File: src/rtl/systolic_skew_line.sv
`default_nettype none
// ============================================================================
//  Module   : systolic_skew_line
//  Purpose  : Multi-lane delay line that applies the diagonal skew needed to
//             feed operand rows/columns into the systolic multiply array.
//             Lane i delays {valid, data} by BASE_DEPTH + i cycles. All lanes
//             share one stall and one synchronous flush. A registered counter
//             tracks how many valid tokens are held in the stages.
//
//  Ports    : clk        - clock, rising edge
//             rst        - asynchronous active-high reset
//             in_valid   - per-lane input valid          [LANES]
//             in_data    - lane i at [i*WIDTH +: WIDTH]  [LANES*WIDTH]
//             stall      - hold every stage, drop inputs
//             flush      - clear every stage on next edge (beats stall)
//             out_data   - last stage data per lane      [LANES*WIDTH]
//             out_valid  - last stage valid per lane     [LANES]
//             in_flight  - number of stages holding valid=1
//             busy       - in_flight != 0
//
//  Revision : 1.0 - initial release
// ============================================================================
module systolic_skew_line #(
    parameter  int WIDTH      = 32,
    parameter  int LANES      = 4,
    parameter  int BASE_DEPTH = 1,
    localparam int MAX_TOKENS = LANES*BASE_DEPTH + (LANES*(LANES-1))/2,
    localparam int CNT_W      = $clog2(MAX_TOKENS+1)
) (
    input  logic                   clk,
    input  logic                   rst,
    input  logic [LANES-1:0]       in_valid,
    input  logic [LANES*WIDTH-1:0] in_data,
    input  logic                   stall,
    input  logic                   flush,
    output logic [LANES*WIDTH-1:0] out_data,
    output logic [LANES-1:0]       out_valid,
    output logic [CNT_W-1:0]       in_flight,
    output logic                   busy
);

    // ------------------------------------------------------------------------
    // Popcount in CNT_W+1 bits so the in_flight update never wraps.
    // ------------------------------------------------------------------------
    function automatic logic [CNT_W:0] f_popcount(input logic [LANES-1:0] v);
        logic [CNT_W:0] s;
        s = '0;
        for (int k = 0; k < LANES; k++) begin
            s = s + (CNT_W+1)'(v[k]);
        end
        return s;
    endfunction

    // Flat view of every stage valid bit; lane i occupies the slice starting
    // at i*BASE_DEPTH + i*(i-1)/2 with BASE_DEPTH+i bits.
    logic [MAX_TOKENS-1:0] w_all_vld;

    // ------------------------------------------------------------------------
    // Per-lane shift registers
    // ------------------------------------------------------------------------
    for (genvar i = 0; i < LANES; i++) begin : g_lane
        localparam int c_depth  = BASE_DEPTH + i;
        localparam int c_offset = i*BASE_DEPTH + (i*(i-1))/2;

        logic [c_depth-1:0] r_vld;
        logic [WIDTH-1:0]   r_dat [c_depth];

        always_ff @(posedge clk or posedge rst) begin
            if (rst) begin
                r_vld <= '0;
                for (int k = 0; k < c_depth; k++) begin
                    r_dat[k] <= '0;
                end
            end else if (flush) begin
                r_vld <= '0;
                for (int k = 0; k < c_depth; k++) begin
                    r_dat[k] <= '0;
                end
            end else if (!stall) begin
                // Data is captured regardless of valid; downstream qualifies
                // it with out_valid. The last stage is simply overwritten.
                r_vld[0] <= in_valid[i];
                r_dat[0] <= in_data[i*WIDTH +: WIDTH];
                for (int k = 1; k < c_depth; k++) begin
                    r_vld[k] <= r_vld[k-1];
                    r_dat[k] <= r_dat[k-1];
                end
            end
        end

        assign out_valid[i]                = r_vld[c_depth-1];
        assign out_data[i*WIDTH +: WIDTH]  = r_dat[c_depth-1];
        assign w_all_vld[c_offset +: c_depth] = r_vld;
    end : g_lane

    // ------------------------------------------------------------------------
    // Token counter. Tokens enter through stage 0 and leave when the last
    // stage (already visible on out_valid) is overwritten, so the same edge
    // that shifts the lanes updates the count.
    // ------------------------------------------------------------------------
    logic [CNT_W-1:0] r_in_flight;
    logic [CNT_W:0]   w_cnt_next;

    assign w_cnt_next = {1'b0, r_in_flight} + f_popcount(in_valid) - f_popcount(out_valid);

    always_ff @(posedge clk or posedge rst) begin
        if (rst) begin
            r_in_flight <= '0;
        end else if (flush) begin
            r_in_flight <= '0;
        end else if (!stall) begin
            r_in_flight <= w_cnt_next[CNT_W-1:0];
        end
    end

    assign in_flight = r_in_flight;
    assign busy      = (r_in_flight != '0);

`ifndef SYNTHESIS
    // The counter must mirror the stage valid bits exactly.
    a_count_matches : assert property (@(posedge clk) disable iff (rst)
        r_in_flight == CNT_W'($countones(w_all_vld)));
    a_count_bound : assert property (@(posedge clk) disable iff (rst)
        int'(r_in_flight) <= MAX_TOKENS);
`endif

endmodule : systolic_skew_line
`default_nettype wire

File: config.mk
export PLATFORM = sky130hd
export DESIGN_NAME = systolic_skew_line
export DESIGN_NICKNAME = d
export VERILOG_FILES = /design/src/rtl/systolic_skew_line.sv
export SDC_FILE = /design/constraint.sdc
export NUM_CORES = 1
export LEC_CHECK = 0
export ABC_AREA = 1
export BUFFER_PORTS_ARGS = -buffer_cell sky130_fd_sc_hd__buf_2
export CORE_ASPECT_RATIO = 1.2
export CORE_MARGIN = 4
export CORE_UTILIZATION = 41
export DETAILED_ROUTE_END_ITERATION = 7
export GPL_TIMING_DRIVEN = 0
export PLACE_DENSITY = 0.63
export SLEW_MARGIN = 10
export SYNTH_ARGS = -nofsm -noshare
export SYNTH_HDL_FRONTEND = slang
export SYNTH_SLANG_ARGS = --single-unit
File: constraint.sdc
create_clock -name clk -period 22.7 [get_ports clk]
set_input_delay 4.54 -clock clk [delete_from_list [all_inputs] [get_ports clk]]
set_output_delay 4.54 -clock clk [all_outputs]
set_load 0.02 [all_outputs]
==> metrics.txt, run 1 <==
Most used DFF post-synth dfrtp_1; Clock Power Share 0.423; top-area cell type share of the netlist area 0.605; CP Capture Type flip-flop; Final nets 1730; Post-CTS Setup Bufs 0; P_sw ~330 uW; most frequent cell after synthesis dfrtp_1; ys async rst share 1.00; drt wl/cell 15.5 um; Pint 1000 uW; number of synthesized flops with an enable pin 0; RePlAce Congestion ~0.78; vias in the first global route ~10000; Net Sw Frac 0.249; Syn-to-layout area delta 22.7%; Core ar. approximately 0.033 mm2; Initial DRT Pass Iterations 7; post-layout min period approximately 6.5 ns; PostCTS Resize Cnt 0; drt drc 0; Unique masters post-synth 18; Worst slew margin 0.488; DRT iter0 DRCs 577; Routed WL 31900 um; Initial Utilization 0.417; Synth Register Bits 334; H-tree Lvls 2; vias per cell 4.58; die area 0.0367 mm2; worst slew pin tran 0.768 ns; CP Data Arrival Time 6.96 ns; Seq pwr share 0.471; share of layout cells above drive strength 1 0.355; RSZ-0062 raised after global routing false; leakage between 0.008 and 0.009 uW; logic gate share of total power 0.106; Critical-path top delay cell fa_1; delay of the slowest cell on the worst path 0.51 ns; Max Cap Viol 0; area of the mapped netlist approximately 0.014 mm2; buffers added on ports approximately 270; HPWL after DPL ~23000 um; pwr/cell area 78.8 mW/mm2; Total Routing Usage GR 0.173; Root Buffer clkbuf_16; TritonCTS Sinks 334; Syn. warnings 0; initial antenna violation count 3; Final Hold Viols 0; Post-DRT Antenna Nets 0; remaining global-route overflow 0; height of the die 209 um; Tot Pwr 1340 uW; synth top area cells dfrtp_1 (60%), o22ai_2 (9.1%), o21ai_0 (6.6%); CP Launch Type primary input; Final Hold Slack 0.482 ns; DR vias between 9000 and 10000; IO Pins 273; final setup fails 0; first-pass GRT wire length 51800 um; Worst-path clk slew roughly 0.060 ns; VDD IR max 0.0514 mV; Rows 73; run status completed; Filler cells 3081; clock skew 0.0171 ns; Clock Tree Buf Depth 3; register area share after synthesis 0.605; Max Slew Vio Count 0; CTS tree done; Avg Inst Size Synth 10.9 um2; Fin Setup TNS 0 ns; cts bufs inserted 36; multi-input logic area 0.00351 mm2; area leader, netlist dfrtp_1; Hold WC Path Type flip-flop to flip-flop; Mapped Cells between 1000 and 1500; Worst-Skew Late Latency approximately 0.51 ns; crit-path max FO 2; CP most frequent cell fa_1; cts hold-fix bufs 0; FF/Latch Area roughly 0.0084 mm2; CP Data Required Time 23.13 ns; Max Fclk 0.153 GHz; critical-path cell list buf_2, fa_1, inv_1, fa_1, inv_1, fa_1, ha_1, inv_1, fa_1, o22ai_2; Die X 176 um; Tcrit/Tclk final 0.288; largest net degree at the start of global routing roughly 120; Post-synth top cells dfrtp_1 (334), inv_1 (214), nand2_1 (205), o21ai_0 (183); Net Count, Synth 1418; Crit Path Class primary input to flip-flop
==> worst max-delay path: cells and delay by family <==
family                   cells  cell delay [ns]
adder cells (fa/ha/maj)      5             1.98
buffers and inverters        4             0.33
AO/OA/AOI/OAI                1             0.11
==> through the flow <==
stage	instances	instance area, um2	util	setup slack [ns]
2_1_floorplan	1273	13800	-	8.91
3_3_place_gp	1995	15700	0.475	5.33
3_5_place_dp	1997	15800	0.477	15.63
4_1_cts	2062	16900	0.511	16.17
5_1_grt	2062	16900	0.511	16.04
6_report	2063	16900	0.511	16.17
==> layout make-up <==
class,instances,area share
Tap cell,450,0.0332
Clock buffer,55,0.0622
Antenna cell,1,0.000148
Timing Repair Buffer,274,0.0836
Clock inverter,10,0.00524
Buffer,172,0.0673
Inverter,216,0.0483
Multi-Input combinational cell,551,0.207
Sequential cell,334,0.493
==> cells in the final DEF, fill, tap and decap left out, types with 2 or more instances in the layout <==
cell,Yosys,final
clkbuf_1,31,43
buf_6,11,11
inv_1,214,213
clkbuf_16,0,37
o21ai_1,15,15
clkbuf_8,0,6
fa_1,7,7
nand3_1,2,2
buf_4,100,100
dfrtp_1,334,334
ha_1,2,2
buf_2,30,302
inv_2,2,2
clkinv_2,0,5
buf_16,0,2
nand2_1,205,205
o22ai_2,100,100
inv_6,0,2
o21ai_0,183,183
o22ai_1,2,2
a22o_1,33,33
==> kinds of logic after synthesis <==
family	count (synthesis)	share of synthesized area
compound gates	333	0.184
buf+inv	388	0.141
simple gates	209	0.0577
flops	334	0.605
fa+ha+maj	9	0.0120
==> power groups by stage <==
stage | clock [uW] | sequential, uW | combinational [uW]
finish | 565 | 628 | 142
global route | 607 | 631 | 162
CTS | 584 | 628 | 146
detailed placement | 0 | 639 | 146
global placement | 0 | 639 | 141
floorplan | 0 | 645 | 87.2
==> layer usage <==
layer,vias up,wire (um),global-route usage
met5,-,20,0
met2,243,15800,0.302
li1,4599,-,-
met3,44,2020,0.0402
met4,4,471,0.0320
met1,4567,13500,0.223
==> path summary, 6_finish.rpt <==
kind                                  endpoint  slack (ns)  cells after the start          start
max in group asynchronous  g_lane[1].r_dat[49]       17.10                      4            rst
min                              out_data[109]        0.48                      2  out_data[109]
max reg2reg                       in_flight[2]       19.95                      9   in_flight[0]
min reg2reg                      out_data[109]        0.48                      2  out_data[109]
min in group asynchronous        out_data[125]        4.13                      2            rst
max                               in_flight[2]       16.17                     10    in_valid[3]
==> state kept, by name (all words and copies together) (netlist names) <==
register / flops
g_lane.r_vld: 10
in_flight: 4
g_lane.r_dat: 224
out_data: 96
Power figures use the tool's default switching activity.
==> inputs of run 2 (changes only) <==
--- a/config.mk
+++ b/config.mk
@@ -12,7 +12,7 @@
 export CORE_UTILIZATION = 41
 export DETAILED_ROUTE_END_ITERATION = 7
 export GPL_TIMING_DRIVEN = 0
-export PLACE_DENSITY = 0.63
+export PLACE_DENSITY = 0.66
 export SLEW_MARGIN = 10
 export SYNTH_ARGS = -nofsm -noshare
 export SYNTH_HDL_FRONTEND = slang
==> constraint.sdc (replaced) <==
create_clock -name clk -period 5.6 [get_ports clk]
set_input_delay 1.12 -clock clk [delete_from_list [all_inputs] [get_ports clk]]
set_output_delay 1.12 -clock clk [all_outputs]
set_load 0.02 [all_outputs]
==> run 2 against run 1 <==
First-iteration DRC count fell by 14%. Non-clock buffer count rose by 9. Critical path depth did not move. Total power rose to 4.2 times the previous value. Hold slack got worse by 0.0011 ns. Final area rose by 2.0%. Combinational power rose to 4.1 times the previous value. Via count barely moved. Cell count rose by 0.44%. Largest power group unchanged.
==> metrics.txt, run 2 (same netlist as run 1, synthesis figures left out) <==
DR vias 9455 (-0.021%); RSZ-0062 raised after global routing false; first-pass GRT wire length 51400 um (-0.73%); share of layout cells above drive strength 1 0.363 (+0.00829); Post-CTS Setup Bufs 0 (unchanged); max reg flops 224 (unchanged); worst slew pin tran 0.591 ns (-0.177 ns); most common cell after layout, fill and taps aside dfrtp_1; VDD IR max 0.203 mV (+300%); Rows 73 (unchanged); Max Fclk 0.326 GHz; largest net degree at the start of global routing 39 (-67%); HPWL after DPL 23400 um (+1.2%); multi-input logic area 0.00351 mm2 (unchanged); CP Data Required Time 6.04 ns (-17.09 ns); Final nets 1740 (+0.58%); height of the die 209 um (unchanged); CP Data Arrival Time 3.50 ns (-3.46 ns); cts hold-fix bufs 0 (unchanged); Net Sw Frac 0.239 (-0.00994); Hold WC Path Type flip-flop to flip-flop; final core occ 0.521 (+0.0100); IO Pins 273 (unchanged); Filler cells 2967 (-3.7%); final setup fails 0 (unchanged); Worst-path clk slew 0.06 ns (about the same); remaining global-route overflow 0 (unchanged); Final Hold Viols 0 (unchanged); H-tree Lvls 2 (unchanged); Initial DRT Pass Iterations 4 (-3); pwr/cell area 328 mW/mm2 (+320%); crit-path max FO 2 (unchanged); Root Buffer clkbuf_16; vias in the first global route 9798 (-0.32%); Max Cap Viol 0 (unchanged); Total Routing Usage GR 0.172 (-0.000764); CTS tree done; buffers added on ports 272 (unchanged); Clock Power Share 0.448 (+0.025); PostCTS Resize Cnt 0 (unchanged); Worst slew margin 0.606 (+0.118); drt wl/cell 15.2 um (-1.9%); commonest cells after routing, fill and taps aside dfrtp_1 (334), buf_2 (302), inv_1 (213); Seq pwr share 0.449 (-0.022); Max Slew Vio Count 0 (unchanged); P_sw 1360 uW (+310%); Routed WL 31400 um (-1.5%); run status completed; Clock Tree Buf Depth 3 (unchanged); CP Capture Type flip-flop; n_diodes 0 (-1); Biggest register g_lane.r_dat; Tcrit/Tclk final 0.547; initial antenna violation count 3 (unchanged); Pint 4320 uW (+330%); FF/Latch Area 0.00836 mm2 (unchanged); leakage 0.00852 uW (+2.0%); placement-stage cell area 0.0160 mm2 (+1.1%); die area 0.0367 mm2 (unchanged); Post-Layout Inst Area 0.0173 mm2 (+2.0%); TritonCTS Sinks 334 (unchanged); Die X 176 um (unchanged); Syn-to-layout area delta 25.1%; Crit Path Class primary input to flip-flop; Worst-Skew Late Latency 0.51 ns (about the same); Core ar. 0.0332 mm2 (unchanged); clock skew 0.0177 ns (+0.000620 ns); Initial Utilization 0.417 (unchanged); CP Launch Type primary input; vias per cell 4.56 (-0.46%); cts bufs inserted 37 (+2.8%); post-layout min period 3.07 ns; Post-DRT Antenna Nets 0 (unchanged); RePlAce Congestion 0.785 (+0.84%); Final Hold Slack 0.481 ns (-0.00112 ns); logic gate share of total power 0.103 (-0.003); DRT iter0 DRCs 494 (-14%); drt drc 0 (unchanged)
[run 2: cell types whose count changed in the layout (fill, tap and decap cells not counted), moves of 2 or more]
cell	previous run	this run
buf_12	0	9
clkbuf_8	6	10
clkbuf_16	37	39
bufinv_16	1	4
clkbuf_1	43	36
[run 2: area by class of cell]
type / count / area share
buffer: 172 / 0.0660
clock buffer: 54 / 0.0655
clock inverter: 12 / 0.00970
inverter: 216 / 0.0471
multi-input combinational: 551 / 0.203
sequential: 334 / 0.484
tap: 450 / 0.0326
timing repair buffer: 283 / 0.0924
[run 2: routing by layer]
metal  share of wire  vias to the layer above  GRT usage
li1                -                     4614          -
met1            0.43                     4551      0.224
met2            0.50                      233      0.294
met3           0.055                       53     0.0346
met4           0.021                        4     0.0479
met5         0.00067                        -          0
[run 2: power by group through the flow]
stage	Sequential (uW)	Clock (uW)	Combinational, uW
after floorplan	2610	0	354
final	2550	2540	584
after global placement	2590	0	566
after global routing	2560	2710	666
after detailed placement	2590	0	598
after CTS	2550	2620	601
[run 2: final timing paths]
path,from,end,slack [ns],depth (start not counted)
worst max-delay path,in_valid[1],in_flight[2],2.53,10
worst min register to register,out_data[105],out_data[105],0.48,2
worst min-delay path,out_data[105],out_data[105],0.48,2
min in group asynchronous,rst,g_lane[3].r_dat[41],0.60,2
max in group asynchronous,rst,g_lane[0].r_dat[17],3.36,8
worst max register to register,in_flight[0],in_flight[2],2.90,9
[run 2: critical path, stage by stage]
cell,delay (ns)
buf_2,0.12
fa_1,0.53
inv_1,0.05
fa_1,0.50
inv_1,0.05
fa_1,0.36
ha_1,0.20
inv_1,0.07
fa_1,0.40
o22ai_2,0.11
[run 2: per-stage QoR]
stage          setup slack (ns)  total power (uW)  TNS (ns)  cells
3_3_place_gp              -1.88              3160   -613.31   1995
4_1_cts                    2.54              5770         0   2072
2_1_floorplan            0.0174              2970         0   1273
5_1_grt                    2.41              5930         0   2072
3_5_place_dp               2.00              3190         0   2006
6_report                   2.53              5670         0   2072
